## config.mk

```make
export PLATFORM = sky130hd
export DESIGN_NAME = dm_s2mm_sequencer
export DESIGN_NICKNAME = d
export VERILOG_FILES = /design/src/rtl/dm_s2mm_sequencer.sv
export SDC_FILE = /design/constraint.sdc
export NUM_CORES = 1
export LEC_CHECK = 0
export ABC_AREA = 1
export ABC_CLOCK_PERIOD_IN_PS = 6600
export CAP_MARGIN = 10
export CORE_MARGIN = 8
export CORE_UTILIZATION = 40
export DETAILED_ROUTE_END_ITERATION = 7
export DONT_BUFFER_PORTS = 1
export PLACE_DENSITY_LB_ADDON = 0.1
export SYNTH_ARGS = -nofsm -noshare
export SYNTH_HDL_FRONTEND = slang
export SYNTH_SLANG_ARGS = --single-unit
```

## constraint.sdc

```tcl
create_clock -name clk_i -period 6.6 [get_ports clk_i]
set_clock_uncertainty 0.15 [all_clocks]
set_input_delay 0.99 -clock clk_i [delete_from_list [all_inputs] [get_ports clk_i]]
set_output_delay 0.99 -clock clk_i [all_outputs]
set_load 0.03 [all_outputs]
```

## src/rtl/dm_s2mm_sequencer.sv

```systemverilog
// ============================================================================
// Module      : dm_s2mm_sequencer
// Description : Multi-descriptor command sequencer for the datamover S2MM
//               channel. Queues host descriptors, issues datamover commands
//               with rolling 4-bit tags (up to C_MAX_OUTSTANDING in flight),
//               gates the accelerator stream with a per-packet credit count,
//               and checks returned status for completion/error/irq reporting.
// Revision    : 1.0 - initial release
// ----------------------------------------------------------------------------
// Optional feature macro: DM_SEQ_WATCHDOG_EN
//   Defined     : watchdog counter; on C_TIMEOUT idle cycles with commands in
//                 flight it sets err_sticky_o[2], raises irq_o and blocks any
//                 further command issue until reset.
//   Not defined : no counter, err_sticky_o[2] tied low, issue never blocked.
// ----------------------------------------------------------------------------
// Ports:
//   clk_i, aresetn_i            clock, asynchronous active-low reset
//   desc_*                      descriptor push into the FIFO (addr, btt)
//   m_axis_cmd_*                datamover command channel (out)
//   s_axis_sts_*                datamover status channel (in, always ready)
//   s_axis_* / m_axis_*         stream in from accelerator / out to datamover
//   done_valid_o/tag_o/err_o    one-cycle completion report
//   err_sticky_o                [0] status error, [1] tag mismatch, [2] timeout
//   irq_clr_i, irq_o            level interrupt and its clear
//   outstanding_o, queue_level_o  live occupancy counters
// ============================================================================
`default_nettype none

module dm_s2mm_sequencer #(
    parameter int C_ADDR_WIDTH      = 32,
    parameter int C_AXIS_DATA_WIDTH = 64,
    parameter int C_QUEUE_LOG2      = 3,
    parameter int C_MAX_OUTSTANDING = 4,
    parameter int C_TIMEOUT         = 1024
) (
    input  logic                           clk_i,
    input  logic                           aresetn_i,
    // descriptor push
    input  logic                           desc_valid_i,
    output logic                           desc_ready_o,
    input  logic [C_ADDR_WIDTH-1:0]        desc_addr_i,
    input  logic [22:0]                    desc_btt_i,
    // datamover command
    output logic                           m_axis_cmd_tvalid_o,
    input  logic                           m_axis_cmd_tready_i,
    output logic [C_ADDR_WIDTH+39:0]       m_axis_cmd_tdata_o,
    // datamover status
    input  logic                           s_axis_sts_tvalid_i,
    output logic                           s_axis_sts_tready_o,
    input  logic [7:0]                     s_axis_sts_tdata_i,
    // stream from accelerator
    input  logic [C_AXIS_DATA_WIDTH-1:0]   s_axis_tdata_i,
    input  logic                           s_axis_tlast_i,
    input  logic                           s_axis_tvalid_i,
    output logic                           s_axis_tready_o,
    // stream to datamover
    output logic [C_AXIS_DATA_WIDTH-1:0]   m_axis_tdata_o,
    output logic                           m_axis_tlast_o,
    output logic                           m_axis_tvalid_o,
    input  logic                           m_axis_tready_i,
    // completion / error reporting
    output logic                           done_valid_o,
    output logic [3:0]                     done_tag_o,
    output logic                           done_err_o,
    output logic [2:0]                     err_sticky_o,
    input  logic                           irq_clr_i,
    output logic                           irq_o,
    output logic [3:0]                     outstanding_o,
    output logic [C_QUEUE_LOG2:0]          queue_level_o
);

    localparam int                    DEPTH    = 2**C_QUEUE_LOG2;
    localparam logic [C_QUEUE_LOG2:0] FULL_LVL = {1'b1, {C_QUEUE_LOG2{1'b0}}};
    localparam logic [3:0]            MAX_OUT  = 4'(C_MAX_OUTSTANDING);

    // Elaboration-time parameter sanity check.
    if (C_MAX_OUTSTANDING < 1 || C_MAX_OUTSTANDING > 15 || C_TIMEOUT < 1 ||
        C_QUEUE_LOG2 < 1) begin : g_bad_param
        $error("dm_s2mm_sequencer: illegal parameter value");
    end

    // ------------------------------------------------------------------
    // State
    // ------------------------------------------------------------------
    logic [C_ADDR_WIDTH-1:0] addr_mem_q [DEPTH];
    logic [22:0]             btt_mem_q  [DEPTH];
    logic [C_QUEUE_LOG2-1:0] wr_ptr_q, wr_ptr_d;
    logic [C_QUEUE_LOG2-1:0] rd_ptr_q, rd_ptr_d;
    logic [C_QUEUE_LOG2:0]   level_q,  level_d;

    logic [3:0]              tag_q,    tag_d;
    logic [3:0]              credits_q, credits_d;
    logic [3:0]              outstanding_q, outstanding_d;

    // Expected-tag queue: one entry per command in flight, popped by status.
    logic [3:0]              tq_mem_q [16];
    logic [3:0]              tq_wr_q, tq_rd_q;

    logic                    done_valid_q;
    logic [3:0]              done_tag_q;
    logic                    done_err_q;
    logic [2:0]              err_sticky_q, err_sticky_d;
    logic                    irq_q, irq_d;

    // ------------------------------------------------------------------
    // Handshakes and gating
    // ------------------------------------------------------------------
    logic w_push, w_pop, w_cmd_valid, w_cmd_hs;
    logic w_pass, w_beat, w_last_beat;
    logic w_sts_hs, w_sts_err, w_tag_mis, w_out_nz;
    logic w_wd_fire, w_wd_block;

    assign desc_ready_o = (level_q != FULL_LVL);
    assign w_push       = desc_valid_i && desc_ready_o;

    assign w_cmd_valid  = (level_q != '0) && (outstanding_q < MAX_OUT) && !w_wd_block;
    assign w_cmd_hs     = w_cmd_valid && m_axis_cmd_tready_i;
    assign w_pop        = w_cmd_hs;

    // Command word built from the FIFO head; forced to zero while not valid
    // so the unreset storage never shows on the port.
    assign m_axis_cmd_tvalid_o = w_cmd_valid;
    assign m_axis_cmd_tdata_o  = w_cmd_valid ?
        {4'b0000, tag_q, addr_mem_q[rd_ptr_q],
         1'b0,          // DRR
         1'b1,          // EOF
         6'b000000,
         1'b1,          // INCR
         btt_mem_q[rd_ptr_q]} : '0;

    // Stream gate: a beat may only move while at least one packet is owed.
    assign w_pass          = (credits_q != 4'd0);
    assign m_axis_tvalid_o = s_axis_tvalid_i && w_pass;
    assign s_axis_tready_o = m_axis_tready_i && w_pass;
    assign m_axis_tdata_o  = s_axis_tdata_i;
    assign m_axis_tlast_o  = s_axis_tlast_i;
    assign w_beat          = s_axis_tvalid_i && s_axis_tready_o;
    assign w_last_beat     = w_beat && s_axis_tlast_i;

    // Status channel is always accepted.
    assign s_axis_sts_tready_o = 1'b1;
    assign w_sts_hs  = s_axis_sts_tvalid_i;
    assign w_sts_err = (|s_axis_sts_tdata_i[6:4]) || !s_axis_sts_tdata_i[7];
    assign w_out_nz  = (outstanding_q != 4'd0);
    // A status with nothing in flight is treated as a tag mismatch.
    assign w_tag_mis = w_sts_hs &&
                       (!w_out_nz || (s_axis_sts_tdata_i[3:0] != tq_mem_q[tq_rd_q]));

    // ------------------------------------------------------------------
    // Optional watchdog
    // ------------------------------------------------------------------
`ifdef DM_SEQ_WATCHDOG_EN
    localparam int WD_W = $clog2(C_TIMEOUT + 1);

    logic [WD_W-1:0] wd_cnt_q;
    logic            wd_trip_q;
    logic            w_wd_run;

    // Counts idle cycles with work in flight; any progress restarts it.
    assign w_wd_run   = w_out_nz && !w_beat && !w_sts_hs && !wd_trip_q;
    assign w_wd_fire  = w_wd_run && (wd_cnt_q == WD_W'(C_TIMEOUT - 1));
    assign w_wd_block = wd_trip_q;

    always_ff @(posedge clk_i or negedge aresetn_i) begin
        if (!aresetn_i) begin
            wd_cnt_q  <= '0;
            wd_trip_q <= 1'b0;
        end else begin
            if (w_wd_run) begin
                wd_cnt_q <= wd_cnt_q + WD_W'(1);
            end else begin
                wd_cnt_q <= '0;
            end
            if (w_wd_fire) begin
                wd_trip_q <= 1'b1;
            end
        end
    end
`else
    assign w_wd_fire  = 1'b0;
    assign w_wd_block = 1'b0;
`endif

    // ------------------------------------------------------------------
    // Next-state logic
    // ------------------------------------------------------------------
    always_comb begin
        wr_ptr_d      = wr_ptr_q;
        rd_ptr_d      = rd_ptr_q;
        level_d       = level_q;
        tag_d         = tag_q;
        credits_d     = credits_q;
        outstanding_d = outstanding_q;
        err_sticky_d  = err_sticky_q;
        irq_d         = irq_q;

        if (w_push) begin
            wr_ptr_d = wr_ptr_q + C_QUEUE_LOG2'(1);
        end
        if (w_pop) begin
            rd_ptr_d = rd_ptr_q + C_QUEUE_LOG2'(1);
            tag_d    = tag_q + 4'd1;
        end
        case ({w_push, w_pop})
            2'b10:   level_d = level_q + (C_QUEUE_LOG2+1)'(1);
            2'b01:   level_d = level_q - (C_QUEUE_LOG2+1)'(1);
            default: level_d = level_q;
        endcase

        // A packet end and a new command in the same cycle cancel out.
        case ({w_cmd_hs, w_last_beat})
            2'b10:   credits_d = credits_q + 4'd1;
            2'b01:   credits_d = credits_q - 4'd1;
            default: credits_d = credits_q;
        endcase

        case ({w_cmd_hs, w_sts_hs && w_out_nz})
            2'b10:   outstanding_d = outstanding_q + 4'd1;
            2'b01:   outstanding_d = outstanding_q - 4'd1;
            default: outstanding_d = outstanding_q;
        endcase

        if (w_sts_hs && w_sts_err) begin
            err_sticky_d[0] = 1'b1;
        end
        if (w_tag_mis) begin
            err_sticky_d[1] = 1'b1;
        end
        if (w_wd_fire) begin
            err_sticky_d[2] = 1'b1;
        end

        // Set has priority over clear.
        if (done_valid_q || w_wd_fire) begin
            irq_d = 1'b1;
        end else if (irq_clr_i) begin
            irq_d = 1'b0;
        end
    end

    // ------------------------------------------------------------------
    // Registers
    // ------------------------------------------------------------------
    // Descriptor storage needs no reset: it is only read while occupied.
    always_ff @(posedge clk_i) begin
        if (w_push) begin
            addr_mem_q[wr_ptr_q] <= desc_addr_i;
            btt_mem_q[wr_ptr_q]  <= desc_btt_i;
        end
    end

    always_ff @(posedge clk_i or negedge aresetn_i) begin
        if (!aresetn_i) begin
            wr_ptr_q      <= '0;
            rd_ptr_q      <= '0;
            level_q       <= '0;
            tag_q         <= '0;
            credits_q     <= '0;
            outstanding_q <= '0;
            tq_wr_q       <= '0;
            tq_rd_q       <= '0;
            for (int i = 0; i < 16; i++) begin
                tq_mem_q[i] <= '0;
            end
            done_valid_q  <= 1'b0;
            done_tag_q    <= '0;
            done_err_q    <= 1'b0;
            err_sticky_q  <= '0;
            irq_q         <= 1'b0;
        end else begin
            wr_ptr_q      <= wr_ptr_d;
            rd_ptr_q      <= rd_ptr_d;
            level_q       <= level_d;
            tag_q         <= tag_d;
            credits_q     <= credits_d;
            outstanding_q <= outstanding_d;
            if (w_cmd_hs) begin
                tq_mem_q[tq_wr_q] <= tag_q;
                tq_wr_q           <= tq_wr_q + 4'd1;
            end
            if (w_sts_hs && w_out_nz) begin
                tq_rd_q <= tq_rd_q + 4'd1;
            end
            done_valid_q  <= w_sts_hs;
            if (w_sts_hs) begin
                done_tag_q <= s_axis_sts_tdata_i[3:0];
                done_err_q <= w_sts_err;
            end
            err_sticky_q  <= err_sticky_d;
            irq_q         <= irq_d;
        end
    end

    assign done_valid_o  = done_valid_q;
    assign done_tag_o    = done_tag_q;
    assign done_err_o    = done_err_q;
    assign err_sticky_o  = err_sticky_q;
    assign irq_o         = irq_q;
    assign outstanding_o = outstanding_q;
    assign queue_level_o = level_q;

endmodule

`default_nettype wire

```

After elaboration in Yosys (flattened, before gate mapping)
Memories as Yosys holds them, arrays and structs flattened. Index checks and enable logic that the tools add are counted.

Reduce and logical (&&, ||, !) cells: 23. $lt $le $gt $ge: 4. Bitwise operators: 2. Add/sub/neg operators: 11. Muxes and demuxes: 14. Shift-type cells: 0. Multipliers: 0. Equal/unequal tests: 8. Div/mod/pow operators: 0.

Operators with widths (number): $mux 68 (1); $bwmux 64 (1); $add 4x1->4 const B (6); $pmux 4 s2 (3); $bmux 4 s4 (1); $demux 4 s4 (1); $mux 4 (3); $reduce_bool 4->1 (3); $sub 4x1->4 const B (3); $logic_and 1x1->1 (11); $ge 5x5->1 const B (2); $not 4->5 (2); $reduce_bool 2->1 (4); $add 3x1->3 const B (2); $eq 2x1->1 const B (3); $eq 2x2->1 const B (3); $lt 5x1->1 const B (1); $lt 4x3->1 const B (1); $mux 1 (4); $ne 4x4->1 (1); $ne 4x4->1 const B (1); $reduce_or 3->1 (1); $logic_not 1->1 (2); $logic_or 1x1->1 (2).

ROM bits: 0. Word-level logic and storage cells: 94. Output and inout port bits: 160. RAM bits: 440. Bits of input ports: 136. Register bits: 103. Memories kept: 2. Bits in latches: 0.

Memories: addr_mem_q (depth 8, width 32, rd ports 1, clocked after memory_dff 0, wr ports 1, RTL line 85) `logic [C_ADDR_WIDTH-1:0] addr_mem_q [DEPTH];`; btt_mem_q (depth 8, width 23, rd ports 1, clocked after memory_dff 0, wr ports 1, RTL line 86) `logic [22:0] btt_mem_q [DEPTH];`.

Logic depth before layout (Yosys ltp)
Word-level depth: 7. Mapped depth: 15. Depth with buffers taken out: 13.

Worst setup path before layout
OpenSTA, ideal clock, no wires.

Path type: register -> register. Start: register level_q[2] (netlist: queue_level_o[2]). End: memory addr_mem_q[0][0] (enable). Stages on the path, launching flop included: 6. Path slack: 2.171 ns. Arrival: 3.811 ns. Path buffers: 0. Data required time: 5.982 ns. Clock period less this slack: 4.429 ns. Setup time: 0.468 ns. Cell sequence: dfrtp_1 > inv_1 > nand3_1 > nand2_1 > or2_2 > nor2_1.

Longest elaborated chain between the ends: 4.

Ends and longest elaborated chain: start, declared (RTL line 89) `logic [C_QUEUE_LOG2:0] level_q, level_d;`; start signal, assigned (RTL line 273) `level_q <= level_d;`; $ne 4x4->1 (RTL line 113) `assign desc_ready_o = (level_q != FULL_LVL);`; named net desc_ready_o (RTL line 40) `output logic desc_ready_o,`; $logic_and 1x1->1 (RTL line 114) `assign w_push = desc_valid_i && desc_ready_o;`; $mux 1 (RTL line 246) `if (w_push) begin`; $mux 1 (not written as such) (RTL line 247) `addr_mem_q[wr_ptr_q] <= desc_addr_i;`; end, declared (RTL line 85).

The timed path passes the listed nets, and every way through them passes these cells.

Worst setup path in the final report
Start: register rd_ptr_q[1]. End: output port m_axis_cmd_tdata_o[2].

Longest elaborated chain between the ends: 2.

Ends and longest elaborated chain: start, declared (RTL line 88) `logic [C_QUEUE_LOG2-1:0] rd_ptr_q, rd_ptr_d;`; start signal, assigned (RTL line 272) `rd_ptr_q <= rd_ptr_d;`; $mem_v2 8x23; $mux 68 (RTL line 123) `assign m_axis_cmd_tdata_o = w_cmd_valid ?`; end, declared (RTL line 46) `output logic [C_ADDR_WIDTH+39:0] m_axis_cmd_tdata_o,`.

Every way passes these cells.

==> impl_metrics.ini <==
[setup_path]
crit_cells = 5
arrival_ps = 3640
critPathMaxFanout = 76
critical_path.startpoint = rd_ptr_q[1]
cp-end-kind = output pin
worstRegToRegCells = 7
crit_buf_inv = 1
rrSetupSlack_ps = 2760
critPathTopFamily = compound AO/OA/AOI/OAI gates
crit_type = reg -> out
worstPathCellList = buf_4 > o21ai_0 > o22ai_1 > o21ai_0 > a31oi_1
reg2reg_to = addr_mem_q[5][25]
worstReg2RegStart = queue_level_o[2]
crit_required_ps = 5460
crit_end = m_axis_cmd_tdata_o[2]
critPathMaxStageDelay_ps = 910
startpoint_type = flop
crit_path_frequent_cell = o21ai_0
cp_slowest_cell = a31oi_1

[route]
routed_wl_um = 56800
wl_per_cell_um = 21.2
vias_per_cell = 5.22
drc_errors = 0
num_vias = 14000
firstDrtPassIters = 5
ant_nets = 0
drt_first_iter_violations = 955

[synthesis]
async_flop_share_pct = 19.0
synth_top_area_cell = edfxtp_1
ys_ff_latch = 543
synth_top_area_share_pct = 57.7
syn_inst = 1960
ys_warn_count = 0
synth_cell_type_count = 39
synth.cell_area_um2 = 22900
syn_avg_cell_area_um2 = 11.7
synth_edf_count = 440
synthTopCellsByCount = 440 x edfxtp_1, 407 x nor2_1, 305 x o21ai_0
synth_seq_area_share_pct = 68.9
synth_most_common_cell = edfxtp_1
synth_area_leaders = edfxtp_1 58%, dfrtp_1 11%, nor2_1 6.7%, o21ai_0 6.7%, buf_4 2.9%
synth-main-ff-cell = edfxtp_1

[cells_and_area]
utilization_pct = 44.4
area_delta_synth_final_pct = 9.45
drive_above_1_share_pct = 8.25
num_antenna_cells = 0
fin_nets = 2019

[status]
run_status = finished clean

[clock_tree]
cts_hold_buf = 1
numCtsBuffers = 59
clk_pin_slew_worst_paths_ps = 60
cts_tree = built
cts_resized = 0
cts_sinks = 543
post-cts-setup-buffers = 0
cts-root-buf = clkbuf_16
cts_max_level = 2
clk_path_buf_depth = 3
clock_latency_ps = 640

[pwr]
pwr-share-seq_pct = 38.9
p_leak_nw = 8.84
switching_share_pct = 39.7
p_clk_share_pct = 28.0
max-vdd-ir-drop_mv = 0.545
intPower_mw = 7.52
switchingPower_mw = 4.95
combPwrFrac_pct = 33.1
power.density_nw_per_um2 = 497

[floorplanning]
start_util_pct = 40.6
io_pins = 296
core_area_um2 = 56500
die_w_um = 255
num_rows = 87
chipHeight_um = 255
dieArea_um2 = 65200

[sta]
fmax_ghz = 0.209
slew_viol_final = 0
timing.final.crit_share_pct = 72.5
fin_tns_setup_ps = 0
setup_viol = 0
min_period_ps = 4780
tightest_slew_ps = 1190
maxSlewHeadroom_pct = 20.1
rsz0062_at_grt = false
finalHoldViolCount = 0

[placed_design]
post-dp-hpwl_um = 30400
gp_congestion = 0.741
numPortBuffers = 0

[global_route]
busiest_layer = met2
grt_pass1_vias = 13800
grt.met1_usage_pct = 21.4
gr-total-overflow = 0
grt_max_degree = 222
antenna_found_initial = 0
use_met3_pct = 4.85
grt_pass1_wl_um = 87400
gr-usage-met2_pct = 28.2
track_usage_pct = 17.0

[min_path]
hp-class = in -> async

[job]
max_cap_violations = 0
==> worst min-delay path by stage <==
stage	startpoint	endpoint
2_1_floorplan	credits_q[3]	credits_q[3]
3_3_place_gp	credits_q[3]	credits_q[3]
3_5_place_dp	credits_q[3]	credits_q[3]
4_1_cts	aresetn_i	rd_ptr_q[0]
5_1_grt	aresetn_i	tq_mem_q[9]
6_report	aresetn_i	tq_mem_q[9]
==> layout make-up <==
type                       instances  area (um^2)
clock buffer                      70         1580
clock inverter                    41          494
fill                            5176        31400
inverter                          74          300
multi-input combinational       1170         5800
sequential                       543        15800
tap                              756          946
timing repair buffer              18          168
==> cell families after synthesis <==
| family | after synthesis | share of synthesized area [%] |
|---|---|---|
| AOI/OAI and AO/OA | 484 | 11.3 |
| and+or+nand+nor | 632 | 11.7 |
| buffers and inverters | 258 | 6.24 |
| DFF | 543 | 68.9 |
| other | 2 | 0.0328 |
| adders and majority gates | 17 | 0.928 |
| xor gates and xnor gates | 24 | 0.917 |
==> routing by layer <==
metal  part of all wire (%)  up-vias
met3                    6.6      101
met1                     42     6943
met2                     49      295
met4                    2.4        0
li1                       -     6615
met5                      0        -
==> placed cells by master (no fill, tap or decap), drive strengths merged <==
master,instances
clkinvlp,1
o21ai,317
a32o,1
nor4,1
nor2,425
and3,1
o31ai,2
bufinv,10
a31oi,55
xor2,14
nand2,161
conb,13
o22ai,55
nand3,39
a21oi,45
or2,2
o21bai,1
clkbuf,70
inv,73
ha,17
o211ai,8
edfxtp,440
xnor2,10
nand4,3
clkinv,31
dfrtp,103
buf,18
==> sequential cells by signal, indices dropped and copies added, names as in the netlist <==
signal	flops
done_err_o	1
btt_mem_q	184
wr_ptr_q	3
done_valid_o	1
done_tag_o	4
tq_wr_q	4
credits_q	4
addr_mem_q	256
tq_rd_q	4
tag_q	4
irq_o	1
queue_level_o	4
outstanding_o	4
err_sticky_o	2
tq_mem_q	64
rd_ptr_q	3
==> per-stage QoR <==
stage                     std cells  power [mW]  hold slack (ps)  area (um^2)  setup slack [ps]
after detailed placement       2560        9.13              318        23000              2420
after global placement         2560        9.09              314        23000              2370
after floorplan                1971        8.09              298        23000              2170
after global routing           2672        13.3              196        25100              1500
final                          2672        12.5              162        25100              1820
after CTS                      2672        12.7              143        25100              1720
==> power by group through the flow <==
| stage | registers (mW) | clock network [mW] | logic, mW |
|---|---|---|---|
| detailed placement | 4.92 | 0 | 4.21 |
| floorplan | 4.75 | 0 | 3.33 |
| global placement | 4.91 | 0 | 4.18 |
| CTS | 4.85 | 3.58 | 4.23 |
| global route | 4.92 | 3.70 | 4.63 |
| finish | 4.84 | 3.49 | 4.13 |
No activity file was read; power rests on OpenSTA's default activity.
